**config.mk**
```make
export PLATFORM = sky130hd
export DESIGN_NAME = jts16_snd_romarb
export DESIGN_NICKNAME = d
export VERILOG_FILES = /design/src/rtl/jts16_snd_romarb.sv
export SDC_FILE = /design/constraint.sdc
export NUM_CORES = 1
export LEC_CHECK = 0
export BUFFER_PORTS_ARGS = -buffer_cell sky130_fd_sc_hd__buf_4
export CORE_MARGIN = 3
export CORE_UTILIZATION = 48
export DETAILED_ROUTE_END_ITERATION = 10
export GPL_ROUTABILITY_DRIVEN = 1
export PLACE_DENSITY = 0.82
export SYNTH_ARGS = -nofsm -noshare
export SYNTH_HDL_FRONTEND = slang
export SYNTH_SLANG_ARGS = --single-unit
```
**constraint.sdc**
```tcl
create_clock -name clk -period 2.7 [get_ports clk]
set_input_delay 0.81 -clock clk [delete_from_list [all_inputs] [get_ports clk]]
set_output_delay 0.81 -clock clk [all_outputs]
set_load 0.01 [all_outputs]
```
**src/rtl/jts16_snd_romarb.sv**
```systemverilog
// Sound ROM arbiter: shares one SDRAM byte slot between the Z80 program
// ROM and the ADPCM sample ROM, each fronted by a one-entry hit cache.
module jts16_snd_romarb #(
  parameter logic [17:0] PCM_BASE = 18'h08000,
  parameter int          CPU_AW   = 15,
  parameter int          PCM_AW   = 17
) (
  input  logic              clk,
  input  logic              rst,
  input  logic [CPU_AW-1:0] rom_addr,
  input  logic              rom_cs,
  output logic [7:0]        rom_data,
  output logic              rom_ok,
  input  logic [PCM_AW-1:0] pcm_addr,
  input  logic              pcm_cs,
  output logic [7:0]        pcm_data,
  output logic              pcm_ok,
  output logic [17:0]       mem_addr,
  output logic              mem_cs,
  input  logic [7:0]        mem_data,
  input  logic              mem_ok
);

  localparam int TW = (PCM_AW > CPU_AW) ? PCM_AW : CPU_AW;

  typedef enum logic [1:0] {
    ST_IDLE,
    ST_WAIT,
    ST_DONE
  } state_t;

  state_t st, st_nx;

  logic              cpu_vld;
  logic [CPU_AW-1:0] cpu_tag;
  logic [7:0]        cpu_dat;
  logic              pcm_vld;
  logic [PCM_AW-1:0] pcm_tag;
  logic [7:0]        pcm_dat;

  logic          last_pcm, last_nx;
  logic          armed, armed_nx;
  logic [TW-1:0] fl_tag, tag_nx;
  logic          cs_nx;
  logic [17:0]   addr_nx;
  logic          fill;

  logic cpu_hit, pcm_hit;
  logic cpu_miss, pcm_miss;

  assign cpu_hit  = rom_cs & cpu_vld & (cpu_tag == rom_addr);
  assign pcm_hit  = pcm_cs & pcm_vld & (pcm_tag == pcm_addr);
  assign cpu_miss = rom_cs & ~cpu_hit;
  assign pcm_miss = pcm_cs & ~pcm_hit;

  assign rom_ok   = cpu_hit;
  assign pcm_ok   = pcm_hit;
  assign rom_data = cpu_dat;
  assign pcm_data = pcm_dat;

  always_ff @(posedge clk or posedge rst) begin
    if (rst) st <= ST_IDLE;
    else     st <= st_nx;
  end

  always_comb begin
    st_nx    = st;
    cs_nx    = mem_cs;
    addr_nx  = mem_addr;
    last_nx  = last_pcm;
    tag_nx   = fl_tag;
    armed_nx = armed;
    fill     = 1'b0;
    unique case (st)
      ST_IDLE: begin
        if (cpu_miss | pcm_miss) begin
          st_nx    = ST_WAIT;
          cs_nx    = 1'b1;
          armed_nx = 1'b0;
          if (pcm_miss && (!cpu_miss || !last_pcm)) begin
            last_nx = 1'b1;
            tag_nx  = TW'(pcm_addr);
            addr_nx = PCM_BASE + 18'(pcm_addr);
          end else begin
            last_nx = 1'b0;
            tag_nx  = TW'(rom_addr);
            addr_nx = 18'(rom_addr);
          end
        end
      end
      ST_WAIT: begin
        // first WAIT cycle may still see the previous address' ok
        armed_nx = 1'b1;
        if (armed && mem_ok) begin
          fill  = 1'b1;
          cs_nx = 1'b0;
          st_nx = ST_DONE;
        end
      end
      ST_DONE: st_nx = ST_IDLE;
      default: st_nx = ST_IDLE;
    endcase
  end

  always_ff @(posedge clk or posedge rst) begin
    if (rst) begin
      mem_cs   <= 1'b0;
      mem_addr <= '0;
      last_pcm <= 1'b1;
      armed    <= 1'b0;
      fl_tag   <= '0;
    end else begin
      mem_cs   <= cs_nx;
      mem_addr <= addr_nx;
      last_pcm <= last_nx;
      armed    <= armed_nx;
      fl_tag   <= tag_nx;
    end
  end

  always_ff @(posedge clk or posedge rst) begin
    if (rst) begin
      cpu_vld <= 1'b0;
      cpu_tag <= '0;
      cpu_dat <= 8'h00;
      pcm_vld <= 1'b0;
      pcm_tag <= '0;
      pcm_dat <= 8'h00;
    end else if (fill) begin
      if (last_pcm) begin
        pcm_vld <= 1'b1;
        pcm_tag <= fl_tag[PCM_AW-1:0];
        pcm_dat <= mem_data;
      end else begin
        cpu_vld <= 1'b1;
        cpu_tag <= fl_tag[CPU_AW-1:0];
        cpu_dat <= mem_data;
      end
    end
  end

endmodule
```
; ---- After elaboration in Yosys (flattened, before gate mapping)
; Cells that the tools add are included.
[op_classes]
bitwise = 10
addsub = 1
muxes = 13
n_reduce_logical = 13
eq_ne = 5
[op_table]
columns = cell, n
row1 = $add A16 B17 Y18 const A, 1
row2 = $mux W18, 1
row3 = $eq A17 B17 Y1, 1
row4 = $mux W17, 1
row5 = $eq A15 B15 Y1, 1
row6 = $reduce_and A2 Y1, 5
row7 = $and A1 B1 Y1, 6
row8 = $mux W1, 6
row9 = $mux W2, 2
row10 = $ne A2 B2 Y1 const B, 2
row11 = $pmux W1 S2, 2
row12 = $pmux W2 S2, 1
row13 = $not A1 Y1, 3
row14 = $reduce_and A3 Y1, 1
row15 = $eq A2 B1 Y1 const B, 1
row16 = $logic_and A1 B1 Y1, 2
row17 = $logic_not A1 Y1, 2
row18 = $logic_not A2 Y1, 1
row19 = $reduce_bool A2 Y1, 1
row20 = $logic_or A1 B1 Y1, 1
row21 = $or A1 B1 Y1, 1
[word_totals]
out_inout_bits = 37
inputBits = 45
regBits = 90
wordCells = 54

; ---- Logic depth before layout (Yosys ltp)
[logic_depth]
ltp_word = 8
depth_mapped = 8
mapped_depth_nobuf = 6

; ---- Least setup slack after synthesis
; Ideal clock, no wire load.
[synth_timing]
path_kind = input to output
startpoint = input pcm_addr[13]
endpoint = output pcm_ok
t_arrival_ns = 1.558
cell_stages = 4
path_buffers = 0
path_slack_ns = 0.332
t_required_ns = 1.890
cell_sequence = xor2_1 -> nor4_1 -> nand4_1 -> nor2_1
[synth_via]
elab_chain_len = 2
[synth_lines]
columns = element, line_no
row1 = from (decl), 14  ; input logic [PCM_AW-1:0] pcm_addr,
row2 = $eq A17 B17 Y1, 52  ; assign pcm_hit = pcm_cs & pcm_vld & (pcm_tag == pcm_addr);
row3 = $and A1 B1 Y1, 52
row4 = to (decl), 17  ; output logic pcm_ok,
; Every way passes these cells.

; ---- Worst setup path in the final report
; Ends and elaborated chain as after synthesis.

==> reports/qor.txt <==
HPWL Detailed -> 5796 µm
Hold Crit Class -> reg -> reg
total number of vias -> 2614
first-pass GRT wire length -> 13060 µm
wire per inst -> 16.61 µm
worst-path cell chain -> buf_8 > xor2_2 > nor4_2 > buf_4 > nand4_1 > nor2_2 > buf_6
unique cell type count in the Yosys netlist -> 32
H-tree levels -> 3
post-synthesis average cell area -> 11.12 µm²
max incr delay on CP -> 0.32 ns
I/O Buffers -> 81
Crit. End Element -> primary output
vias in the first global route -> 2678
Clock transition at path regs -> 0.08 ns
Clock Latency Late Sink -> 0.34 ns
Worst Path Buf+Inv -> 3
largest net degree at the start of global routing -> 76
Rows -> 30
TritonCTS buffer count -> 9
VDD IR max -> 505.1 µV
fmax -> 365.6 MHz
via-per-instance ratio -> 5.176
Slew @ Worst Pin -> 0.5982 ns
Finished Cell Area -> 4584 µm²
initial antenna violation count -> 0
total grt overflow -> 0
Hold Path Origin -> mem_cs
sequential element share of the synthesized area -> 0.5395
CTS tree -> built
Setup Skew -> 0.009496 ns
die area -> 8309 µm²
layout cells sized above 1 -> 0.3447
synthesized cell area -> 3481 µm²
CP max FO -> 2
Area after DPL -> 4189 µm²
Leak -> 2.271 nW
Final Hold Violating Endpoints -> 0
outcome -> finished, violations left
met3 GRT Util -> 0.04143
setup violators final -> 1
Place WS -> -0.1510 ns
slowest stage cell, crit path -> nor4_2
violated checks -> negative setup slack
Slew headroom -> 0.6003
reg-to-reg critical path startpoint -> pcm_tag[13]
nets -> 450
CTS root buf -> clkbuf_8
Top Usage Layer GRT -> met2
clk sinks -> 75
period utilization -> 1.013
Initial DRC Count -> 174
Max clock buf depth -> 2
M2 GR Usage -> 0.3360
met1 Use GR -> 0.2599
Post-Synthesis Cells -> 313
Min Hold Slack -> 0.4835 ns
Setup TNS -> -0.03515 ns
crit path kind -> in -> out
CP required -> 1.89 ns
ANT cells -> 0
Final Wtd Congestion -> 0.8268
TritonRoute pass-1 iters -> 7
final worst slack -> -0.03515 ns
area growth from synthesis to layout -> 31.70%
max_cap viols -> 0
gr usage total -> 0.2004
Pwr Density -> 1073 nW/µm²
clock period minus worst slack -> 2.735 ns
antenna-violating nets left -> 0
Arrival @ worst endpoint -> 1.93 ns
core region area -> 6907 µm²
Crit path max-delay family -> simple AND/OR/NAND/NOR gates
Slew Viols, Final -> 0
Yosys reg bits -> 75
starting density of the core -> 0.5040
Syn Nets -> 359
startpoint types -> input port
chip height -> 91.16 µm
final wirelength -> 8386 µm
drt drc -> 0
Critical path origin -> pcm_addr[13]
Chip Width -> 91.16 µm
Ys Warns -> 0
unrepaired setup endpoints after global routing -> true
num ports -> 82
power by group:
part | total [W] | switching (W) | internal [W]
sequential | 0.00204 | 0.000382 | 0.00166
clock | 0.000959 | 0.000416 | 0.000543
combinational | 0.00192 | 0.000933 | 0.000983
logic make-up after synthesis:
group,Yosys count,share of synthesized area
AO/OA/AOI/OAI,42,0.08843
XOR/XNOR,32,0.08052
adder cells (fa/ha/maj),1,0.003594
buffers and inverters,74,0.1017
flip-flops,75,0.5395
multiplexers,33,0.1068
AND/OR/NAND/NOR,56,0.07944
per-stage QoR:
step	utilization	std cells	power [W]
2_1_floorplan	-	313	0.003160
3_3_place_gp	0.6065	482	0.003762
3_5_place_dp	0.6065	482	0.003858
4_1_cts	0.6493	503	0.004845
5_1_grt	0.6638	505	0.005216
6_report	0.6638	505	0.004919
synthesized netlist by cell type:
| master | count | area, µm² |
|---|---|---|
| a21oi_1 | 1 | 5.000 |
| a222oi_1 | 15 | 150.1 |
| a31oi_1 | 1 | 6.260 |
| and2_1 | 1 | 6.260 |
| buf_1 | 1 | 3.750 |
| buf_2 | 4 | 20.02 |
| buf_4 | 17 | 127.6 |
| buf_6 | 1 | 11.26 |
| clkbuf_1 | 3 | 11.26 |
| dfrtp_1 | 74 | 1852 |
| dfstp_2 | 1 | 26.28 |
| ha_1 | 1 | 12.51 |
| inv_1 | 47 | 176.4 |
| inv_2 | 1 | 3.750 |
| mux2_1 | 33 | 371.6 |
| nand2_1 | 27 | 101.4 |
| nand2b_1 | 2 | 12.51 |
| nand3_1 | 9 | 45.04 |
| nand3_2 | 1 | 10.01 |
| nand4_1 | 2 | 12.51 |
| nor2_1 | 3 | 11.26 |
| nor2b_1 | 1 | 6.260 |
| nor2b_2 | 1 | 8.760 |
| nor4_1 | 7 | 43.79 |
| nor4_2 | 1 | 12.51 |
| o211ai_2 | 1 | 12.51 |
| o21a_1 | 1 | 7.510 |
| o21ai_1 | 22 | 110.1 |
| o21ba_4 | 1 | 16.27 |
| or2_1 | 1 | 6.260 |
| xnor2_1 | 1 | 8.760 |
| xor2_1 | 31 | 271.5 |
cell type report:
cell class	instances	area (µm²)
clock buffers	11	141.4
repair buffers	105	842.1
fillers	534	2322
well taps	96	120.1
clock inverters	5	77.57
inverters	48	183.9
flip-flops and latches	75	1878
multi-input cells	165	1341
sequential cells by signal, indices dropped and copies added, names as in the netlist:
register / flops
mem_addr: 18
pcm_tag: 17
cpu_tag: 15
pcm_data: 8
rom_data: 8
fl_tag: 2
st: 2
armed: 1
cpu_vld: 1
last_pcm: 1
mem_cs: 1
pcm_vld: 1
what timing repair did:
| action | 4_1_cts | 5_1_grt |
|---|---|---|
| buffers inserted | 5 | 3 |
| resized for setup | 7 | 17 |
| pin swaps | 5 | 7 |
| cloned | 0 | 1 |
| hold buffers | 0 | 0 |
| endpoints found under the setup margin | 2 | 18 |
routing by layer:
layer | wire [µm] | vias to the layer above
met5 | 0 | -
met4 | 95 | 0
met3 | 489 | 9
met2 | 4357 | 87
met1 | 3443 | 1307
li1 | - | 1211
path summary, 6_finish.rpt:
check	slack, ns	end	cells after the start
worst min register to register	0.48	mem_cs	2
worst max-delay path	-0.04	pcm_ok	7
worst min-delay path	0.48	mem_cs	2
min in group asynchronous	0.57	armed	3
max in group asynchronous	1.82	last_pcm	3
worst max register to register	0.29	mem_addr[5]	10
worst reg2reg max path, cell delays in order, from the launching register on:
cell	delay (ns)
dfrtp_1	0.42
xor2_2	0.19
nor4_2	0.32
buf_4	0.16
nand4_1	0.13
buf_4	0.17
buf_4	0.13
o211ai_4	0.26
and2_4	0.21
buf_4	0.16
a222oi_1	0.12
placed cells by master, fill, tap and decap left out, types with 2 or more instances in the layout:
cell,n
nand2_1,27
clkinv_2,2
nor4_2,5
nand4_1,2
bufinv_16,2
nand2b_1,2
dfrtp_1,74
inv_1,46
buf_6,9
o21ai_1,22
nand3_1,9
nor4_1,3
mux2_1,33
nor2_2,2
xor2_1,26
xor2_2,5
clkbuf_8,10
a222oi_1,15
clkinvlp_4,2
buf_4,94
(Power assumes the default switching activity.)
